[config.mk]
export PLATFORM = sky130hd
export DESIGN_NAME = win_rr_arbiter
export DESIGN_NICKNAME = d
export VERILOG_FILES = /design/src/rtl/win_rr_arbiter.sv
export SDC_FILE = /design/constraint.sdc
export NUM_CORES = 1
export LEC_CHECK = 0
export CAP_MARGIN = 20
export CORE_MARGIN = 1.5
export CORE_UTILIZATION = 47
export CTS_CLUSTER_SIZE = 14
export DETAILED_ROUTE_END_ITERATION = 8
export MAX_ROUTING_LAYER = met4
export PLACE_DENSITY = 0.86
export RECOVER_POWER = 50
export SLEW_MARGIN = 20
export SYNTH_ARGS = -nofsm -noshare
export SYNTH_HDL_FRONTEND = slang
export SYNTH_SLANG_ARGS = --single-unit
[constraint.sdc]
create_clock -name clk -period 2.9 [get_ports clk]
set_input_delay 0.58 -clock clk [delete_from_list [all_inputs] [get_ports clk]]
set_output_delay 0.58 -clock clk [all_outputs]
set_load 0.1 [all_outputs]
[src/rtl/win_rr_arbiter.sv]
// win_rr_arbiter: round-robin grant stage after the 16-to-8 win-merge.
// Ports: clk/rst, req_in, grant_valid/ready/oh/idx, busy, done, grant_count.
module win_rr_arbiter #(
  parameter int N  = 8,
  parameter int IW = 3,
  parameter int CW = 16
) (
  input  logic          clk,
  input  logic          rst,
  input  logic [N-1:0]  req_in,
  output logic          grant_valid,
  input  logic          grant_ready,
  output logic [N-1:0]  grant_oh,
  output logic [IW-1:0] grant_idx,
  output logic          busy,
  input  logic          done,
  output logic [CW-1:0] grant_count
);

  typedef enum logic [1:0] {
    IDLE,
    OFFER,
    BUSY
  } state_t;

  state_t        st_q;
  state_t        st_d;
  logic [IW-1:0] ptr_q;
  logic [IW-1:0] ptr_d;
  logic [N-1:0]  oh_q;
  logic [N-1:0]  oh_d;
  logic [IW-1:0] idx_q;
  logic [IW-1:0] idx_d;
  logic [CW-1:0] cnt_q;
  logic [CW-1:0] cnt_d;

  logic          pick_hit;
  logic [IW-1:0] pick_idx;
  logic [IW-1:0] pos;
  logic [N-1:0]  one;

  assign one = {{(N-1){1'b0}}, 1'b1};

  // Scan ptr, ptr+1, ... with wrap; first set bit wins.
  always_comb begin
    pick_hit = 1'b0;
    pick_idx = '0;
    pos      = '0;
    for (int k = 0; k < N; k++) begin
      pos = IW'((int'(ptr_q) + k) % N);
      if (!pick_hit && req_in[pos]) begin
        pick_hit = 1'b1;
        pick_idx = pos;
      end
    end
  end

  always_comb begin
    st_d  = st_q;
    ptr_d = ptr_q;
    oh_d  = oh_q;
    idx_d = idx_q;
    cnt_d = cnt_q;
    unique case (st_q)
      IDLE: begin
        if (pick_hit) begin
          st_d  = OFFER;
          oh_d  = one << pick_idx;
          idx_d = pick_idx;
        end
      end
      OFFER: begin
        // done is ignored here; only acceptance moves on.
        if (grant_ready) begin
          st_d = BUSY;
          if (!(&cnt_q)) begin
            cnt_d = cnt_q + 1'b1;
          end
        end
      end
      BUSY: begin
        if (done) begin
          st_d  = IDLE;
          ptr_d = (idx_q == IW'(N - 1)) ? '0 : idx_q + 1'b1;
          oh_d  = '0;
          idx_d = '0;
        end
      end
      default: begin
        st_d  = IDLE;
        oh_d  = '0;
        idx_d = '0;
      end
    endcase
  end

  always_ff @(posedge clk) begin
    if (rst) begin
      st_q  <= IDLE;
      ptr_q <= '0;
      oh_q  <= '0;
      idx_q <= '0;
      cnt_q <= '0;
    end else begin
      st_q  <= st_d;
      ptr_q <= ptr_d;
      oh_q  <= oh_d;
      idx_q <= idx_d;
      cnt_q <= cnt_d;
    end
  end

  // All outputs come straight from state; no path from req_in.
  assign grant_valid = (st_q == OFFER);
  assign busy        = (st_q == BUSY);
  assign grant_oh    = oh_q;
  assign grant_idx   = idx_q;
  assign grant_count = cnt_q;

endmodule

Word-level counts from Yosys, hierarchy flattened
Cells that the tools add are included.
- register bits after elaboration: 32
- bits of input ports: 12
- output and inout bits: 29
- logic and storage cells: 94
- add/subtract/negate cells: 9
- order comparisons: 8
- equality and inequality tests: 6
- shift-type cells: 1
- multiplexer cells: 43
- bitwise logic cells: 2
- reductions and logical operators: 20
- operators by type and width (operator ; count):
    $mux 3 ; 11
    $lt 3x4->1 const B ; 8
    $bmux 1 s3 ; 8
    $pmux 8 s3 ; 1
    $add 16x1->16 const B ; 1
    $mux 1 ; 16
    $mux 8 ; 2
    $reduce_and 16->1 ; 1
    $add 3x3->3 const B ; 4
    $pmux 3 s3 ; 1
    $reduce_and 3->1 ; 3
    $shl 1x3->8 const A ; 1
    $logic_and 1x1->1 ; 7
    $logic_not 1->1 ; 7
    $add 3x1->3 const B ; 2
    $add 3x2->3 const B ; 2
    $mux 2 ; 3
    $pmux 2 s3 ; 1
    $ne 2x1->1 const B ; 2
    $eq 3x3->1 const B ; 1
    $eq 2x1->1 const B ; 1
    $eq 2x2->1 const B ; 1
    $logic_not 2->1 ; 1
    $ne 2x2->1 const B ; 1
    other kinds (2) ; 3

Longest topological paths before layout
- depth in word-level cells: 27
- depth in mapped cells: 11
- depth with buffers taken out: 9

Worst setup path before layout
OpenSTA, ideal clock, no wires.
- path kind: register to register
- start point: register ptr_q[0]
- end point: register oh_q[0] (netlist: grant_oh[0])
- setup time: 0.119 ns
- arrival time: 3.006 ns
- data required time: 2.781 ns
- path slack: -0.225 ns
- cell stages (with the launch flop): 11
- path buffers: 1
- clock period less this slack: 3.125 ns
- cells stage by stage: dfxtp_1 -> buf_6 -> inv_1 -> ha_1 -> mux4_1 -> nor4_4 -> nand3_2 -> nor3b_2 -> a2111oi_4 -> or2_1 -> a32o_1
- word-level cells in the longest chain between the ends: 27
- elaborated cells between the ends (all ways): 58
- classes of those cells: add/sub: 7; eq/ne: 1; shift: 1; mux: 34; reduce/logical: 15
- RTL lines (item ; line ; text):
    start: declaration ; 28 ; logic [IW-1:0] ptr_q;
    start signal: assignment ; 106 ; ptr_q <= ptr_d;
    branches (longest 27 deep; another with $add 3x1->3) ; - ;
    end signal: assignment ; 107 ; oh_q <= oh_d;
    end: declaration ; 30 ; logic [N-1:0] oh_q;
Several ways; the timed one is not identified. The select of a mux whose other input is x is not followed.
A chain may end at the register's enable or synchronous reset.

Final worst setup path
- start point: register ptr_q[0]
- end point: register oh_q[3] (netlist: grant_oh[3])
The elaborated chain is that of the path after synthesis.

==> metrics.md <==
| Metric | Value |
|---|---|
| Status | finished, violations left |
| Failing checks | negative setup slack |
| Pins Over Slew Limit | 0 |
| WS Path Type | flop to flop |
| Worst path slowest cell | mux4_2 |
| Clock root cell | clkbuf_8 |
| Dpl hpwl | around 4100 um |
| Asr flop ratio synth | 0% |
| Synth Register Bits | 32 |
| Total grt overflow | 0 |
| Post-DR wirelength/cell | ~15 um |
| Largest stage delay, worst path | about 0.57 ns |
| Die extent in y | between 70 and 80 um |
| Hold slack | approximately 0.47 ns |
| Worst-skew pair later-pin latency | ~0.29 ns |
| Ys flop type | dfxtp_1 |
| GPL Wtd Cong | about 0.9 |
| CTS Hold Bufs | 0 |
| Drt drc | 0 |
| Synthesized instance count | 215 |
| MaxCap Viol Count | 0 |
| DR iter-0 viols | 80 |
| Antenna viol nets, final | 0 |
| Drt pass-1 iters | 4 |
| Fin crit period | around 3 ns |
| Die ar. | 0.005152 mm^2 |
| Synth area leader | dfxtp_1 |
| Avg Cell Area, Syn | around 10 um^2 |
| GRT Overall Usage | between 20% and 30% |
| Post-layout worst setup margin | -0.03969 ns |
| Initial antenna violation count | 0 |
| Worst path required time | roughly 3.1 ns |
| Top cell type's share of synthesized area | between 20% and 30% |
| I/O Buffers | 40 |
| Total wire length | ~5300 um |
| CTS Buf Count | 5 |
| HP Class | flop to flop |
| VDD IR-drop max | 319.1 uV |
| FF-to-FF Start | ptr_q[0] |
| Sequential-to-total area share from yosys stat | between 20% and 30% |
| Number of global-route vias before repair | between 1,500 and 2,000 |
| Final Setup Violations | 8 |
| Hold_sp | grant_oh[5] |
| CP Cell Sequence | clkinvlp_4, ha_4, mux4_2, nor4_4, nand3_2, buf_6, o31ai_4, or2_4, o21ba_4, a32o_2 |
| Total nets after synthesis | around 230 |
| Clk sinks | 32 |
| RSZ-0062 raised after global routing | yes |
| Placed cell count | approximately 330 |
| Leading cell type in the layout, fill and taps excluded | buf_4 |
| Critical path arrival | approximately 3.1 ns |
| CP max FO | 7 |
| Layout Nets | between 300 and 400 |
| Synth cell types | 57 |
| Final hold vios | 0 |
| Core Footprint | 0.004444 mm^2 |
| Commonest non-fill, non-tap cells in the layout | buf_4, dfxtp_1, nor2_1, clkbuf_1, nand2_1 |
| Worst setup SP type | flop |
| Die W | about 72 um |
| Finished Layout Cells | 347 |
| FP Rows | 24 |
| Synth top area cells | dfxtp_1, mux4_2, nor2_1 |
| Clock-pin slew on the worst setup and hold paths | approximately 0.060 ns |
| Worst-Margin Slew | between 1 and 1.5 ns |
| Final setup skew | roughly 0.0051 ns |
| Crit path from | ptr_q[0] |
| Area grow syn2layout | 32.30% |
| Power Dens Cells | 377.1 mW/mm^2 |
| Clk buf depth | 2 |
| Worst slew margin | about a fifth |
| Post-Route Setup TNS | -0.2055 ns |
| First-pass GRT wire length | ~8900 um |
| YS warnings | 0 |
| Syn Std Cell Area | 0.002223 mm^2 |
| Design Power | between 1 and 1.5 mW |
| Number of I/O pins | between 40 and 50 |
| Worst Setup End Kind | flop |
| Setup WS pre-CTS | -0.3881 ns |
| Via count | 2,028 |
| EDFF count, synth | 0 |
| Leak | ~1.1 nW |
| Diode count | 0 |
| H-tree levels | 2 |
| CTS tree | built |
| Initial core utilization | around half |
| Via density per instance | 5.844 |
| Share of layout cells above drive strength 1 | approximately a third |
| Largest net degree at the start of global routing | 25 |
| Part of the cycle the worst path needs | 101.4% |
| Fmax | about 0.34 GHz |
## cell usage after synthesis, types with 2 or more instances
library cell and n:
dfxtp_1 32, nor2_1 24, nand2_1 13, nand3_1 12
mux4_2 10, xor2_1 10, a21oi_1 7, xnor2_1 7
mux2i_1 6, nand4_1 6, ha_1 5, inv_1 5
nor2b_1 5, o21ai_0 5, a32o_1 4, a32o_2 4
nor3_1 4, mux2_2 3, mux2i_4 3, a2111oi_0 2
a21o_1 2, a2bb2oi_2 2, a311o_1 2, and3b_1 2
buf_6 2, clkbuf_1 2, mux4_1 2, nand2b_1 2
nor3b_1 2, nor4_1 2, or3_1 2
## layer usage
layer  track usage, %  part of all wire (%)
met1            26.68                    43
met3            4.501                   3.5
met4            5.031                  0.75
met2            37.86                    53
met5                -                     0
## per-stage QoR
step           cell area (um^2)  util [%]
2_1_floorplan              2247         -
3_3_place_gp               2841     63.94
3_5_place_dp               2841     63.94
4_1_cts                    2995     67.40
5_1_grt                    2942     66.19
6_report                   2942     66.19
## sequential cells by signal, summed over array words and instances (netlist names)
| register | count |
|---|---|
| grant_oh | 8 |
| grant_idx | 3 |
| grant_count | 16 |
| st_q | 2 |
| ptr_q | 3 |
## critical path: cells and delay by family (launching register included)
| kind | cells | cell delay (ns) |
|---|---|---|
| AND/OR/NAND/NOR | 3 | 0.67 |
| AO/OA/AOI/OAI | 3 | 0.62 |
| multiplexers | 1 | 0.57 |
| flip-flops | 1 | 0.36 |
| adder cells (fa/ha/maj) | 1 | 0.35 |
| buffers and inverters | 2 | 0.28 |
## worst paths after layout
check	slack (ns)	to	cells after the start
setup / recovery	-0.04	grant_oh[3]	10
hold / removal	0.47	grant_oh[5]	1
setup reg to reg	-0.04	grant_oh[3]	10
hold reg to reg	0.47	grant_oh[5]	1
## layout make-up
type                            instances  area, um^2
Multi-Input combinational cell        171        1560
Fill cell                             371        1503
Clock inverter                          1       5.005
Timing Repair Buffer                   80       574.3
Tap cell                               52       65.06
Inverter                                5       22.52
Clock buffer                            6       72.57
Sequential cell                        32       641.9
## where the power goes
part | total (mW) | switching (mW) | internal (mW)
sequential | 0.463 | 0.0113 | 0.452
combinational | 0.326 | 0.196 | 0.131
clock | 0.320 | 0.157 | 0.163
## cells by family (layout without fill, tap and decap cells)
kind of cell	Yosys count	count (layout)	share of synthesized area, %
flip-flops	32	32	28.81
multiplexers	25	25	20.43
AO/OA/AOI/OAI	41	41	17.61
buffers and inverters	12	92	2.982
XOR/XNOR	18	18	7.428
adder cells (fa/ha/maj)	5	5	2.814
AND/OR/NAND/NOR	82	82	19.92
## timing repair
item | in CTS | in global routing
hold endpoints to repair | 0 | 0
setup endpoints to repair | 9 | 12
buffers inserted | 6 | 2
gates resized for setup | 4 | 7
pin swaps | 6 | 7
Power figures use the tool's default switching activity.
